==> config.mk <==
export PLATFORM = sky130hd
export DESIGN_NAME = knn_dist_sort
export DESIGN_NICKNAME = d
export VERILOG_FILES = /design/src/rtl/knn_pkg.sv /design/src/rtl/knn_sq_dist.sv /design/src/rtl/knn_dist_sort.sv
export SDC_FILE = /design/constraint.sdc
export NUM_CORES = 2
export LEC_CHECK = 0
export ABC_AREA = 1
export ABC_CLOCK_PERIOD_IN_PS = 14510
export CORE_MARGIN = 2
export CORE_UTILIZATION = 40
export DETAILED_ROUTE_END_ITERATION = 16
export SYNTH_ARGS = -nofsm -noshare
export SYNTH_HDL_FRONTEND = slang
export SYNTH_SLANG_ARGS = --single-unit
==> constraint.sdc <==
create_clock -name clk -period 14.51 [get_ports clk]
set_clock_uncertainty 0.2 [all_clocks]
set_input_delay 1.451 -clock clk [delete_from_list [all_inputs] [get_ports clk]]
set_output_delay 1.451 -clock clk [all_outputs]
set_load 0.01 [all_outputs]
==> src/rtl/knn_pkg.sv <==
// rtl/knn_pkg.sv - shared widths, sentinels and state encoding for the KNN sort stage
package knn_pkg;

   localparam int COORD_W = 16;
   localparam int DIST_W  = 2*COORD_W + 1;
   localparam int IDX_W   = 7;

   localparam logic [DIST_W-1:0] DIST_MAX = '1;
   localparam logic [IDX_W-1:0]  IDX_NONE = '1;

   typedef enum logic [3:0] {
      ST_IDLE  = 4'b0001,
      ST_ACCUM = 4'b0010,
      ST_DRAIN = 4'b0100,
      ST_DONE  = 4'b1000
   } state_t;

endpackage

==> src/rtl/knn_sq_dist.sv <==
// rtl/knn_sq_dist.sv - two-stage squared Euclidean distance pipeline with valid/idx sideband
module knn_sq_dist #(
   parameter int COORD_W = knn_pkg::COORD_W,
   parameter int DIST_W  = 2*COORD_W + 1,
   parameter int IDX_W   = knn_pkg::IDX_W
) (
   input  logic                 clk,
   input  logic                 rst,
   input  logic                 flush,
   input  logic                 in_valid,
   input  logic [2*COORD_W-1:0] test_pt,
   input  logic [2*COORD_W-1:0] data_pt,
   input  logic [IDX_W-1:0]     in_idx,
   output logic                 s1_valid,
   output logic                 out_valid,
   output logic [IDX_W-1:0]     out_idx,
   output logic [DIST_W-1:0]    out_dist
);

   logic [COORD_W-1:0] xt, yt, xd, yd;
   logic [COORD_W-1:0] dx_c, dy_c, dx_q, dy_q;
   logic [IDX_W-1:0]   idx_q;
   logic [DIST_W-1:0]  dx_sq, dy_sq;

   assign {yt, xt} = test_pt;
   assign {yd, xd} = data_pt;
   assign dx_c = (xt >= xd) ? (xt - xd) : (xd - xt);
   assign dy_c = (yt >= yd) ? (yt - yd) : (yd - yt);

   // Operands are widened first so the squares and their sum never truncate.
   assign dx_sq = DIST_W'(dx_q) * DIST_W'(dx_q);
   assign dy_sq = DIST_W'(dy_q) * DIST_W'(dy_q);

   always_ff @(posedge clk) begin
      if (!rst) begin
         s1_valid  <= 1'b0;
         out_valid <= 1'b0;
         dx_q      <= '0;
         dy_q      <= '0;
         idx_q     <= '0;
         out_idx   <= '0;
         out_dist  <= '0;
      end else begin
         s1_valid  <= in_valid;
         dx_q      <= dx_c;
         dy_q      <= dy_c;
         idx_q     <= in_idx;
         out_valid <= s1_valid && !flush;
         out_idx   <= idx_q;
         out_dist  <= dx_sq + dy_sq;
      end
   end

endmodule

==> src/rtl/knn_dist_sort.sv <==
// rtl/knn_dist_sort.sv - KNN distance stage keeping a sorted list of the K nearest points
module knn_dist_sort #(
   parameter int WDATA_W = 32,
   parameter int COORD_W = WDATA_W/2,
   parameter int K       = 10,
   parameter int NUM_PTS = 128,
   parameter int IDX_W   = $clog2(NUM_PTS),
   parameter int DIST_W  = 2*COORD_W + 1
) (
   input  logic                 clk,
   input  logic                 rst,
   input  logic                 start_i,
   input  logic [WDATA_W-1:0]   test_pt_i,
   input  logic [WDATA_W-1:0]   data_pt_i,
   output logic                 busy_o,
   output logic                 valid_o,
   output logic [K*IDX_W-1:0]   nn_idx_o,
   output logic [K*DIST_W-1:0]  nn_dist_o
);

   knn_pkg::state_t state, state_nxt;

   logic [IDX_W:0]      pidx;
   logic                restart, accept, pipe_busy;
   logic [IDX_W-1:0]    samp_idx;
   logic                s1_valid, ins_valid;
   logic [IDX_W-1:0]    ins_idx;
   logic [DIST_W-1:0]   ins_dist;
   logic [K-1:0]        lt;

   logic [IDX_W-1:0]    idx_q  [K];
   logic [DIST_W-1:0]   dist_q [K];
   logic [IDX_W-1:0]    idx_n  [K];
   logic [DIST_W-1:0]   dist_n [K];

   // Any start outside ACCUM opens a new run whose first beat is index 0.
   assign restart  = start_i && (state != knn_pkg::ST_ACCUM);
   assign samp_idx = restart ? '0 : pidx[IDX_W-1:0];
   assign accept   = start_i && (restart || (pidx < (IDX_W+1)'(NUM_PTS)));

   knn_sq_dist #(
      .COORD_W (COORD_W),
      .DIST_W  (DIST_W),
      .IDX_W   (IDX_W)
   ) u_sq_dist (
      .clk       (clk),
      .rst       (rst),
      .flush     (restart),
      .in_valid  (accept),
      .test_pt   (test_pt_i),
      .data_pt   (data_pt_i),
      .in_idx    (samp_idx),
      .s1_valid  (s1_valid),
      .out_valid (ins_valid),
      .out_idx   (ins_idx),
      .out_dist  (ins_dist)
   );

   assign pipe_busy = s1_valid || ins_valid;

   always_comb begin
      state_nxt = state;
      case (state)
         knn_pkg::ST_ACCUM: if (!start_i) state_nxt = knn_pkg::ST_DRAIN;
         knn_pkg::ST_DRAIN: begin
            if (start_i)        state_nxt = knn_pkg::ST_ACCUM;
            else if (!pipe_busy) state_nxt = knn_pkg::ST_DONE;
         end
         default:           if (start_i) state_nxt = knn_pkg::ST_ACCUM;
      endcase
   end

   // Strict less-than keeps earlier indices ahead on ties; the list is sorted so lt is a thermometer.
   always_comb begin
      lt = '0;
      for (int j = 0; j < K; j++) lt[j] = ins_valid && (ins_dist < dist_q[j]);
   end

   always_comb begin
      idx_n[0]  = idx_q[0];
      dist_n[0] = dist_q[0];
      if (lt[0]) begin
         idx_n[0]  = ins_idx;
         dist_n[0] = ins_dist;
      end
      for (int j = 1; j < K; j++) begin
         idx_n[j]  = idx_q[j];
         dist_n[j] = dist_q[j];
         if (lt[j-1]) begin
            idx_n[j]  = idx_q[j-1];
            dist_n[j] = dist_q[j-1];
         end else if (lt[j]) begin
            idx_n[j]  = ins_idx;
            dist_n[j] = ins_dist;
         end
      end
   end

   always_ff @(posedge clk) begin
      if (!rst) begin
         state   <= knn_pkg::ST_IDLE;
         valid_o <= 1'b0;
         pidx    <= '0;
         for (int j = 0; j < K; j++) begin
            idx_q[j]  <= '1;
            dist_q[j] <= '1;
         end
      end else begin
         state <= state_nxt;
         if (restart) begin
            pidx    <= (IDX_W+1)'(1);
            valid_o <= 1'b0;
            for (int j = 0; j < K; j++) begin
               idx_q[j]  <= '1;
               dist_q[j] <= '1;
            end
         end else begin
            if (start_i && (pidx < (IDX_W+1)'(NUM_PTS))) pidx <= pidx + 1'b1;
            if (state == knn_pkg::ST_DRAIN && state_nxt == knn_pkg::ST_DONE) valid_o <= 1'b1;
            if (ins_valid) begin
               for (int j = 0; j < K; j++) begin
                  idx_q[j]  <= idx_n[j];
                  dist_q[j] <= dist_n[j];
               end
            end
         end
      end
   end

   assign busy_o = (state == knn_pkg::ST_ACCUM) || (state == knn_pkg::ST_DRAIN);

   for (genvar g = 0; g < K; g++) begin : g_out
      assign nn_idx_o[g*IDX_W +: IDX_W]    = idx_q[g];
      assign nn_dist_o[g*DIST_W +: DIST_W] = dist_q[g];
   end

endmodule
==> flow_metrics.py <==
metrics = {
    "setup_path": {
        "crit_top_cell": "fa_1",
        "path_class": "reg -> reg",
        "path_cells": "nand2_1 > inv_1 > fa_1 > fa_1 > inv_1 > fa_1 > fa_1 > inv_1 > fa_1 > fa_1 > fa_1 > inv_1 > fa_1 > inv_1 > ha_1 > a21oi_1 > o21ai_0 > a21oi_1 > nor2_1 > nor2_1 > nand3_1 > nand2_1 > nor2_1",
        "worst_setup_path_start_kind": "flop",
        "cp_data_arrival_time_ns": 7.64,
        "worstPathRequired_ns": 14.81,
        "crit_fanout": 16,
        "max_stage_delay_ns": 0.84,
        "cp-end-kind": "flop",
        "slowest_stage": "dfxtp_1",
    },
    "route": {
        "wl_per_cell_um": 19.30,
        "num_vias": 40223,
        "drtIter0Drc": 2471,
        "ant_nets": 0,
        "drc": 0,
        "firstDrtPassIters": 8,
        "drt-total-wl_um": 151900,
        "via_per_inst": 5.112,
    },
    "sta": {
        "hold_ws_ns": 0.2101,
        "tightest_slew_ns": 1.210,
        "finalHoldViolCount": 0,
        "slew_violations": 0,
        "slew_headroom": 0.1932,
        "setup_viol": 0,
        "post-route-period-util": 0.5056,
        "max_freq_mhz": 136.3,
        "final.min_clock_period_ns": 7.336,
        "rsz0062_at_grt": "no",
        "fin_tns_setup_ns": 0,
    },
    "yosys": {
        "synth_fp_nets": 6940,
        "ys_seq_elements": 494,
        "yosysWarningCount": 0,
        "synth_seq_area_share": 0.2854,
        "syn-cell-area_mm2": 0.04868,
        "postSynthCellCount": 5899,
        "synth_area_per_cell_um2": 8.253,
        "yosysUniqueCellTypes": 55,
    },
    "run_status": {
        "outcome": "complete, no violations",
    },
    "global_route": {
        "grt_pass1_vias": 40449,
        "grt_first_pass_wirelength_um": 234600,
        "antenna_found_initial": 0,
        "track_usage": 0.2413,
        "grt_max_degree": 110,
        "overflow": 0,
    },
    "die": {
        "initial_core_util": 0.4047,
        "ios": 469,
        "die_y_um": 352.9,
        "die_w_um": 352.9,
        "core_mm2": 0.1203,
        "die_area_mm2": 0.1245,
        "num_rows": 127,
    },
    "placement": {
        "dp_hpwl_um": 124600,
        "gp_congestion": 0.9438,
        "placed_area_mm2": 0.05455,
        "dp.cells": 7757,
        "portBuffers": 468,
    },
    "final_layout": {
        "fin_util": 0.4700,
        "nFillCells": 11715,
        "drive_gt1_frac": 0.03501,
        "design_area_mm2": 0.05654,
        "nNetsFinal": 7247,
        "fin_cells": 7868,
        "area_delta_synth_final_pct": 16.15,
        "diodes": 0,
    },
    "clocking": {
        "root_buffer": "clkbuf_16",
        "cts_tree": "built",
        "htreeDepth": 2,
        "cts-buffers-inserted": 59,
        "clkTransAtPathRegs_ns": 0.06,
        "cts_resized": 0,
        "cts_buffer_depth": 3,
        "cts_sinks": 494,
        "clock_latency_ns": 0.67,
        "hold_buffers": 0,
        "cts_setup_buffers": 0,
    },
    "power_and_ir_drop": {
        "max-vdd-ir-drop_uv": 222.6,
        "power_density_mw_per_mm2": 149.3,
        "power.leakage_nw": 28.63,
    },
    "flow_run": {
        "cap_violations": 0,
    },
    "min_path": {
        "hold_class": "reg -> reg",
    },
}
## layer usage
metal,part of all wire,global-route usage,up-vias
met1,0.39,0.2741,19459
li1,-,-,19437
met3,0.055,0.03633,236
met4,0.048,0.1036,0
met2,0.51,0.4466,1091
met5,0,0,-
## cells in the mapped netlist (all sizes together)
cell type / count / area share
o21bai: 10 / 0.0015
o21ai: 123 / 0.013
a211o: 1 / 0.00018
clkbuf: 147 / 0.012
nand2b: 1 / 0.00013
nor3: 35 / 0.0038
nand2: 1287 / 0.10
nor4: 5 / 0.0013
fa: 388 / 0.16
a211oi: 2 / 0.00031
inv: 1239 / 0.096
a31o: 4 / 0.00072
nand4: 111 / 0.014
a31oi: 5 / 0.00064
o31ai: 1 / 0.00015
xnor2: 10 / 0.0018
nor2b: 1 / 0.00013
edfxtp: 400 / 0.25
nand3: 580 / 0.060
buf: 134 / 0.017
dfxtp: 94 / 0.039
or2: 3 / 0.00039
o21a: 15 / 0.0023
nor3b: 4 / 0.00062
a21oi: 286 / 0.030
and2: 7 / 0.00090
a21o: 14 / 0.0022
nor4b: 1 / 0.00018
o211ai: 68 / 0.010
o32ai: 1 / 0.00018
nor2: 247 / 0.020
and3: 3 / 0.00039
xor2: 57 / 0.010
nand3b: 20 / 0.0033
a21boi: 9 / 0.0014
ha: 586 / 0.15
## metrics by stage
stage / power [mW] / setup slack [ns]
after CTS: 8.495 / 7.162
final: 8.442 / 7.174
after global placement: 6.875 / 7.299
after detailed placement: 6.896 / 7.266
after global routing: 9.308 / 6.663
after floorplan: 5.297 / 7.755
## worst max-delay path: cells and delay by family (launching register included)
family	cells	cell delay, ns
buffers and inverters	5	0.37
AOI/OAI and AO/OA	3	0.70
DFF	1	0.84
adders and majority gates	9	4.46
and+or+nand+nor	6	0.61
## area by class of cell
class	instances	area [µm²]	area share
Timing Repair Buffer	527	5122	0.09060
Sequential cell	494	13890	0.2457
Inverter	1239	4651	0.08225
Tap cell	1612	2017	0.03567
Multi-Input combinational cell	3885	28870	0.5105
Clock inverter	38	442.9	0.007834
Clock buffer	73	1549	0.02740
## logic make-up after synthesis
family,share of synthesized area
buffers and inverters,0.1238
AOI/OAI and AO/OA,0.06289
and+or+nand+nor,0.2057
adders and majority gates,0.3102
DFF,0.2854
xor gates and xnor gates,0.01205
## power breakdown
group	internal (mW)	switching [mW]	total (mW)
clock	0.903	0.663	1.57
combinational	1.77	3.36	5.14
sequential	1.63	0.110	1.74
## path summary, 6_finish.rpt
kind | endpoint | from | cells after the start | slack [ns]
setup / recovery | u_sq_dist.out_dist[30]$_SDFF_PN0_ | u_sq_dist.dx_q[5]$_SDFF_PN0_ | 23 | 7.17
hold / removal | u_sq_dist.out_idx[0]$_SDFF_PN0_ | u_sq_dist.idx_q[0]$_SDFF_PP0_ | 2 | 0.21
setup reg to reg | u_sq_dist.out_dist[30]$_SDFF_PN0_ | u_sq_dist.dx_q[5]$_SDFF_PN0_ | 23 | 7.17
hold reg to reg | u_sq_dist.out_idx[0]$_SDFF_PN0_ | u_sq_dist.idx_q[0]$_SDFF_PP0_ | 2 | 0.21
## state kept, by name, indices dropped and copies added (netlist names)
| register | flops |
|---|---|
| dist_q | 330 |
| idx_q | 70 |
| u_sq_dist.out_dist | 33 |
| u_sq_dist.dx_q | 16 |
| u_sq_dist.dy_q | 16 |
| pidx | 8 |
| u_sq_dist.idx_q | 7 |
| u_sq_dist.out_idx | 7 |
| state | 4 |
| u_sq_dist.out_valid | 1 |
| u_sq_dist.s1_valid | 1 |
| valid_o | 1 |
## cell usage in the layout, fill, tap and decap left out, drive strengths merged, types with 6 or more instances in the layout
cell / count
ha: 586
dfxtp: 94
a21oi: 286
nand3b: 20
o21bai: 10
bufinv: 8
clkinv: 22
nand3: 580
nor2: 247
nand2: 1287
and2: 7
o21a: 15
edfxtp: 400
clkinvlp: 6
o211ai: 68
o21ai: 123
xor2: 57
a21boi: 9
buf: 60
nor3: 35
a21o: 14
fa: 388
inv: 1241
nand4: 111
xnor2: 10
clkbuf: 73
clkdlybuf4s50: 467
No activity file was read; power rests on OpenSTA's default activity.
